--- config.mk ---
export PLATFORM = sky130hd
export DESIGN_NAME = rv32i_alu
export DESIGN_NICKNAME = d
export VERILOG_FILES = /design/src/rtl/rv32i_alu.sv
export SDC_FILE = /design/constraint.sdc
export NUM_CORES = 1
export LEC_CHECK = 0
export CAP_MARGIN = 20
export CORE_ASPECT_RATIO = 0.6
export CORE_UTILIZATION = 60
export DETAILED_ROUTE_END_ITERATION = 8
export PLACE_DENSITY = 0.95
export SYNTH_ARGS = -nofsm -noshare
export SYNTH_HDL_FRONTEND = slang
export SYNTH_SLANG_ARGS = --single-unit
--- constraint.sdc ---
create_clock -name clk -period 5.3 [get_ports clk]
set_input_delay 1.06 -clock clk [delete_from_list [all_inputs] [get_ports clk]]
set_output_delay 1.06 -clock clk [all_outputs]
set_load 0.005 [all_outputs]
--- src/rtl/rv32i_alu.sv ---
// RV32I integer ALU for OP / OP-IMM instructions.
// A ready strobe captures the operands. Add, sub, logic and compare results are
// registered on the capture edge. Shifts run one bit per cycle in an internal
// register. The output is written only once, at completion, and done is sticky
// until the next capture or reset.
module rv32i_alu #(
  parameter int XLEN = 32
) (
  input  logic            clk,
  input  logic            rst,
  input  logic [XLEN-1:0] in1,
  input  logic [XLEN-1:0] in2,
  input  logic            is_imm,
  input  logic [2:0]      funct3,
  input  logic [6:0]      funct7,
  input  logic            ready,
  output logic [XLEN-1:0] out,
  output logic            done
);

  localparam int SHW = 5;

  typedef enum logic {
    S_IDLE  = 1'b0,
    S_SHIFT = 1'b1
  } state_t;

  state_t          r_state;
  state_t          w_state_next;
  logic [XLEN-1:0] r_shreg;
  logic [SHW-1:0]  r_cnt;
  logic            r_left;
  logic            r_arith;

  logic [XLEN-1:0] w_result;
  logic [XLEN-1:0] w_shift_step;
  logic [SHW-1:0]  w_shamt;
  logic            w_is_shift;
  logic            w_sub;
  logic            w_unused;

  assign w_shamt    = in2[SHW-1:0];
  assign w_is_shift = (funct3 == 3'b001) || (funct3 == 3'b101);
  // An immediate never subtracts, even if the upper immediate bits look like funct7[5].
  assign w_sub      = !is_imm && funct7[5];
  assign w_unused   = ^{funct7[6], funct7[4:0]};

  // Single-cycle result for the non-shift operations, computed from the live inputs.
  always_comb begin
    w_result = '0;
    case (funct3)
      3'b000:  w_result = w_sub ? (in1 - in2) : (in1 + in2);
      3'b010:  w_result = {{(XLEN-1){1'b0}}, ($signed(in1) < $signed(in2))};
      3'b011:  w_result = {{(XLEN-1){1'b0}}, (in1 < in2)};
      3'b100:  w_result = in1 ^ in2;
      3'b110:  w_result = in1 | in2;
      3'b111:  w_result = in1 & in2;
      default: w_result = '0;
    endcase
  end

  // One-bit shift step. The arithmetic fill reuses the current top bit, which
  // remains the original sign bit for the whole operation.
  always_comb begin
    w_shift_step = r_shreg;
    if (r_left) begin
      w_shift_step = {r_shreg[XLEN-2:0], 1'b0};
    end else begin
      w_shift_step = {r_arith & r_shreg[XLEN-1], r_shreg[XLEN-1:1]};
    end
  end

  // Next-state logic. A capture always restarts, whether idle or shifting.
  always_comb begin
    w_state_next = r_state;
    if (ready) begin
      w_state_next = (w_is_shift && (w_shamt != '0)) ? S_SHIFT : S_IDLE;
    end else if ((r_state == S_SHIFT) && (r_cnt == SHW'(1))) begin
      w_state_next = S_IDLE;
    end
  end

  // State register.
  always_ff @(posedge clk or negedge rst) begin
    if (!rst) begin
      r_state <= S_IDLE;
    end else begin
      r_state <= w_state_next;
    end
  end

  // Datapath: capture, iterative shift, and the sticky result/done registers.
  always_ff @(posedge clk or negedge rst) begin
    if (!rst) begin
      r_shreg <= '0;
      r_cnt   <= '0;
      r_left  <= 1'b0;
      r_arith <= 1'b0;
      out     <= '0;
      done    <= 1'b0;
    end else if (ready) begin
      r_shreg <= in1;
      r_cnt   <= w_is_shift ? w_shamt : '0;
      r_left  <= (funct3 == 3'b001);
      r_arith <= (funct3 == 3'b101) && funct7[5];
      if (w_is_shift) begin
        if (w_shamt == '0) begin
          out  <= in1;
          done <= 1'b1;
        end else begin
          done <= 1'b0;
        end
      end else begin
        out  <= w_result;
        done <= 1'b1;
      end
    end else if (r_state == S_SHIFT) begin
      r_shreg <= w_shift_step;
      r_cnt   <= r_cnt - SHW'(1);
      if (r_cnt == SHW'(1)) begin
        out  <= w_shift_step;
        done <= 1'b1;
      end
    end
  end

endmodule

==> results.toml, run 1 <==
[global_route]
grt_max_degree = 74
grt_util_all_layers = 0.433
grt_pass1_wl_um = 52900
grt_pass1_vias = 9846
grt_antenna_before_repair = 0
grt_remaining_overflow = 0

[worst_setup_path]
critical_path_class = "input port to register"
end_kind = "register"
cp.required_ns = 5.51
worstPathArrival_ns = 4.77
path_max_fanout = 4
cp-start-kind = "input port"
r2r_slack_ns = 2.64
reg2reg_depth = 9

[timing]
finalMaxSlewViolations = 0
finalSetupTns_ns = 0
fin_worst_skew_ns = 0.00910
fin_crit_sh = 0.861
tightest_slew_ns = 1.16
fmax_mhz = 219
relSlewSlack = 0.229
hold_viol_final = 0
final.min_clock_period_ns = 4.56
rsz0062_at_grt = "false"
setup_violations = 0

[cts]
cts_tree = "built"
cts_buffers = 9
cts_resized = 0
clk_pin_slew_ns = 0.06
insertion_delay_ns = 0.34
postCtsSetupBuffers = 0
ctsHoldBuffers = 0
cts_buffer_depth = 2
h-tree-depth = 3
numClockSinks = 73
cts_root_buf = "clkbuf_16"

[die]
initial_core_util = 0.622
dieHeight_um = 97.4
core_um2 = 14600
die-width_um = 161
placementRows = 34
design.die.area_um2 = 15700
io_pins = 111

[cells_and_area]
final_area_um2 = 10500
syn2layout_area_growth_pct = 15.4
fill_cells = 1172
n_antenna_cell = 0
drive_above_1_share = 0.0517
nets = 1489

[synth]
synthMuxAreaShare = 0.0558
synth-edff-count = 0
synthAdderAreaFrac = 0.139
synth_area_leaders = "dfrtp_1, ha_1, o21ai_0"
synth_ff_type = "dfrtp_1"
synth-simple-area-share = 0.184
synth_compound_area_frac = 0.313
synthCells = 1266
synth_area_um2 = 9110
ys_async_sr_fraction = 1.00
syn_nets = 1444
yosysSeqAreaShare = 0.201
synth_top_area_frac = 0.201
yosys.area.top_type = "dfrtp_1"
synth_xor_area_frac = 0.0240
ys_seq_elements = 73
synth_top_family_by_area = "compound AO/OA/AOI/OAI gates"
synth.avg_cell_area_um2 = 7.19
synth_cell_types = 73
yosysWarnings = 0

[power]
p_leak_uw = 0.00452
vdd_drop_max_v = 0.000152
p_per_area_nw_per_um2 = 225

[detailed_routing]
first_iter_violations = 1419
antenna_left = 0
drc = 0
wl_um = 34000
vias_per_cell = 6.90
vias = 10500
dr.pass1.iters = 7
wire_per_inst_um = 22.4

[place]
dp_hpwl_um = 25000
portBuffers = 104
place.gp.congestion = 1.03
place_area_um2 = 10200

[hold_path]
hp-class = "register to register"
hold_depth = 1

[run_status]
outcome = "finished clean"

[job]
drv_cap = 0
## cells in the mapped netlist, types with 4 or more instances
cell and count:
inv_1 101, nor4_1 12, nand3b_1 9, o31ai_1 16, a21o_1 16, a221oi_1 10
o22ai_1 6, nand2_1 109, o21bai_1 6, nand2b_1 10, or2_2 4, ha_1 98
nor2_1 117, o21ai_0 138, a211o_1 6, a311oi_1 7, clkbuf_1 69, o21a_1 8
o211ai_1 14, o2111ai_1 5, a21oi_1 125, xor2_1 5, a211oi_1 28, dfrtp_1 73
o211a_1 4, a31oi_1 15, nand4_1 11, o221ai_1 4, a31o_2 4, buf_1 13
nor3_1 37, nor2b_1 18, buf_2 12, xnor2_1 20, mux2i_1 47, nand3_1 24
a22oi_1 10
## area by class of cell
| cell class | instances | area, um^2 | area share |
|---|---|---|---|
| well taps | 198 | 248 | 0.0236 |
| clock inverters | 6 | 65.1 | 0.00619 |
| clock buffers | 10 | 229 | 0.0218 |
| repair buffers | 129 | 1230 | 0.117 |
| flip-flops and latches | 73 | 1830 | 0.174 |
| multi-input cells | 997 | 6530 | 0.622 |
| inverters | 101 | 379 | 0.0361 |
## final timing paths
path	from	to
min in group asynchronous	rst	out[6]$_DFFE_PN0P_
hold / removal	out[8]$_DFFE_PN0P_	out[8]$_DFFE_PN0P_
max in group asynchronous	rst	r_left$_DFFE_PN0P_
setup / recovery	in1[0]	out[0]$_DFFE_PN0P_
hold reg to reg	out[8]$_DFFE_PN0P_	out[8]$_DFFE_PN0P_
setup reg to reg	r_cnt[1]$_DFFE_PN0P_	out[28]$_DFFE_PN0P_
## cell families after synthesis
family,Yosys count
DFF,73
AOI/OAI and AO/OA,456
xor gates and xnor gates,25
buffers and inverters,196
adders and majority gates,100
and+or+nand+nor,366
muxes,50
## worst max-delay path, cell delays in order
cell             delay, ns
clkdlybuf4s50_1       0.49
inv_1                 0.11
ha_1                  0.26
fa_1                  0.40
or2_2                 0.33
a221oi_1              0.52
a21o_1                0.21
o211ai_1              0.28
nand3_1               0.27
a31oi_1               0.22
o211ai_1              0.33
a31o_2                0.21
a31oi_1               0.08
## through the flow
stage / power, uW / cells / worst slack, ns / hold slack, ns / utilization
after floorplan: 1300 / 1266 / 1.66 / 0.473 / -
after global placement: 1680 / 1497 / 0.627 / 0.462 / 0.697
after detailed placement: 1700 / 1497 / 0.603 / 0.476 / 0.697
after CTS: 2320 / 1513 / 0.928 / 0.488 / 0.717
after global routing: 2480 / 1514 / 0.694 / 0.506 / 0.718
final: 2370 / 1514 / 0.739 / 0.483 / 0.718
## report_power, final
part	leakage (uW)	switching, uW	total (uW)	internal [uW]
Sequential	0.000881	83.1	721	638
Combinational	0.00349	602	1030	423
Clock	0.000143	257	623	367
Total	0.00452	941	2370	1430
## registers in the layout, summed over array words and instances (netlist names)
register  count
out          32
r_shreg      32
r_cnt         5
done          1
r_arith       1
r_left        1
r_state       1
## cells in the final DEF (no fill, tap or decap), types with 37 or more instances in the layout
cell,instances
o21ai_0,138
a21oi_1,125
nor2_1,117
nand2_1,109
inv_1,101
clkdlybuf4s50_1,100
ha_1,98
dfrtp_1,71
mux2i_1,47
nor3_1,37
## metal layers
layer	vias to the layer above	global-route usage	part of all wire
met2	779	0.641	0.42
met3	159	0.119	0.13
met5	-	0	0
li1	4627	-	-
met4	0	0.200	0.046
met1	4886	0.586	0.40
No activity file was read; power rests on OpenSTA's default activity.
==> run 2, diff against run 1 <==
- CORE_UTILIZATION: 60 -> 50
- PLACE_DENSITY: 0.95 -> 0.83
==> run 2 against run 1 <==
Net effect: sequential share of layout area down 0.11 points; sequential cell count unchanged; worst hold slack lost 0.0058 ns; non-clock buffer count increased by 8; clock skew decreased by 0.0027 ns; utilization is 11 points lower; final cell count rose by 2.8%; critical endpoint is now out[18]$_DFFE_PN0P_.
==> results.toml, run 2 (synthesis gave the netlist of run 1 again) <==
[run_status]
outcome = "finished clean"

[worst_setup_path]
worstPathArrival_ns = 4.88
critical_path_class = "input port to register"
critical_path.max_stage_delay_ns = 0.50
path_max_fanout = 4
cp-start-kind = "input port"
cp.required_ns = 5.49
critPathLaunch = "in1[0]"
r2r_start = "r_cnt[1]$_DFFE_PN0P_"
cpMaxStageDelayCell = "clkdlybuf4s50_1"
end_kind = "register"
critPathBufInv = 2
reg2reg_depth = 10
cp_cell_sequence = "clkdlybuf4s50_1 -> inv_1 -> ha_1 -> fa_1 -> or2_2 -> a221oi_1 -> a21o_1 -> o211ai_1 -> a21oi_1 -> o22ai_1 -> mux2_1 -> o21ai_1 -> a211oi_1"
crit_cells = 13
path_delay_family = "compound AO/OA/AOI/OAI gates"

[timing]
setup_violations = 0
fin_worst_skew_ns = 0.00643
final.min_clock_period_ns = 4.69
finalSetupTns_ns = 0
tightest_slew_ns = 1.15
rsz0062_at_grt = "false"
relSlewSlack = 0.234
fin_crit_sh = 0.885
hold_viol_final = 0
finalMaxSlewViolations = 0
fmax_mhz = 213

[cells_and_area]
drive_above_1_share = 0.0559
final_common_cell = "o21ai_0"
nets = 1497
layout_common_cells = "o21ai_0, a21oi_1, nor2_1"
final_cell_count_no_fill = 1557
reg_top3 = "out (32), r_shreg (32), r_cnt (5)"
n_antenna_cell = 0
syn2layout_area_growth_pct = 16.1

[cts]
cts_resized = 0
cts_root_buf = "clkbuf_16"
postCtsSetupBuffers = 0
insertion_delay_ns = 0.33
ctsHoldBuffers = 0
cts_buffer_depth = 2
numClockSinks = 73
cts_tree = "built"
h-tree-depth = 3
clk_pin_slew_ns = 0.06
cts_buffers = 9

[place]
place.gp.congestion = 1.02
portBuffers = 104
dp_hpwl_um = 26300
dp.cells = 1540

[die]
design.die.area_um2 = 18800
dieHeight_um = 107
core_um2 = 17500
io_pins = 111
die-width_um = 176
placementRows = 37
initial_core_util = 0.522

[global_route]
grt_remaining_overflow = 0
grt_pass1_wl_um = 52800
grt_pass1_vias = 9367
grt_antenna_before_repair = 0
grt_util_all_layers = 0.369
grt_max_degree = 97

[hold_path]
hold_depth = 1
worstHoldStart = "out[8]$_DFFE_PN0P_"
hp-class = "register to register"

[detailed_routing]
wl_um = 34600
antenna_left = 0
drc = 0
wire_per_inst_um = 22.2
dr.pass1.iters = 6
vias_per_cell = 6.53
first_iter_violations = 1235
vias = 10200

[job]
drv_cap = 0

[power]
vdd_drop_max_v = 0.000154
p_leak_uw = 0.00454
p_per_area_nw_per_um2 = 217
==> run 2: routing by layer <==
metal  global-route usage  share of wire  vias to the layer above
li1                     -              -                     4645
met1                0.521           0.43                     4767
met2                0.539           0.41                      693
met3                0.105           0.13                       65
met4                0.109          0.026                        0
met5                    0              0                        -
==> run 2: final timing paths <==
path	slack, ns	to
min in group asynchronous	0.85	out[5]$_DFFE_PN0P_
hold reg to reg	0.48	out[8]$_DFFE_PN0P_
setup / recovery	0.61	out[18]$_DFFE_PN0P_
setup reg to reg	2.76	out[28]$_DFFE_PN0P_
max in group asynchronous	3.75	r_left$_DFFE_PN0P_
hold / removal	0.48	out[8]$_DFFE_PN0P_
==> run 2: worst register-to-register path, cell delays in order, from the launching register on <==
cell	delay, ns
dfrtp_1	0.38
inv_1	0.09
ha_1	0.14
nor4b_1	0.20
buf_2	0.23
a31o_2	0.53
nand2_1	0.35
a211oi_1	0.25
nor2_1	0.06
a21oi_1	0.12
nand2_1	0.07
==> run 2: power by group <==
part	total [uW]	switching (uW)	internal, uW
clock	541	229	312
combinational	1030	607	426
sequential	718	79.6	639
total	2290	915	1380
==> run 2: cell type report <==
type / count / area [um^2]
Fill cell: 1633 / 6880
Multi-Input combinational cell: 997 / 6530
Sequential cell: 73 / 1830
Timing Repair Buffer: 137 / 1280
Inverter: 101 / 379
Tap cell: 234 / 293
Clock buffer: 11 / 233
Clock inverter: 4 / 22.5
==> run 2: metrics by stage <==
stage / cell area [um^2] / hold WS (ns) / setup slack, ns / power [uW] / utilization
final: 10600 / 0.477 / 0.611 / 2290 / 0.606
after floorplan: 9110 / 0.473 / 1.66 / 1300 / -
after CTS: 10500 / 0.481 / 0.735 / 2260 / 0.604
after global routing: 10600 / 0.512 / 0.569 / 2410 / 0.606
after global placement: 10300 / 0.463 / 0.437 / 1710 / 0.590
after detailed placement: 10300 / 0.469 / 0.413 / 1720 / 0.590
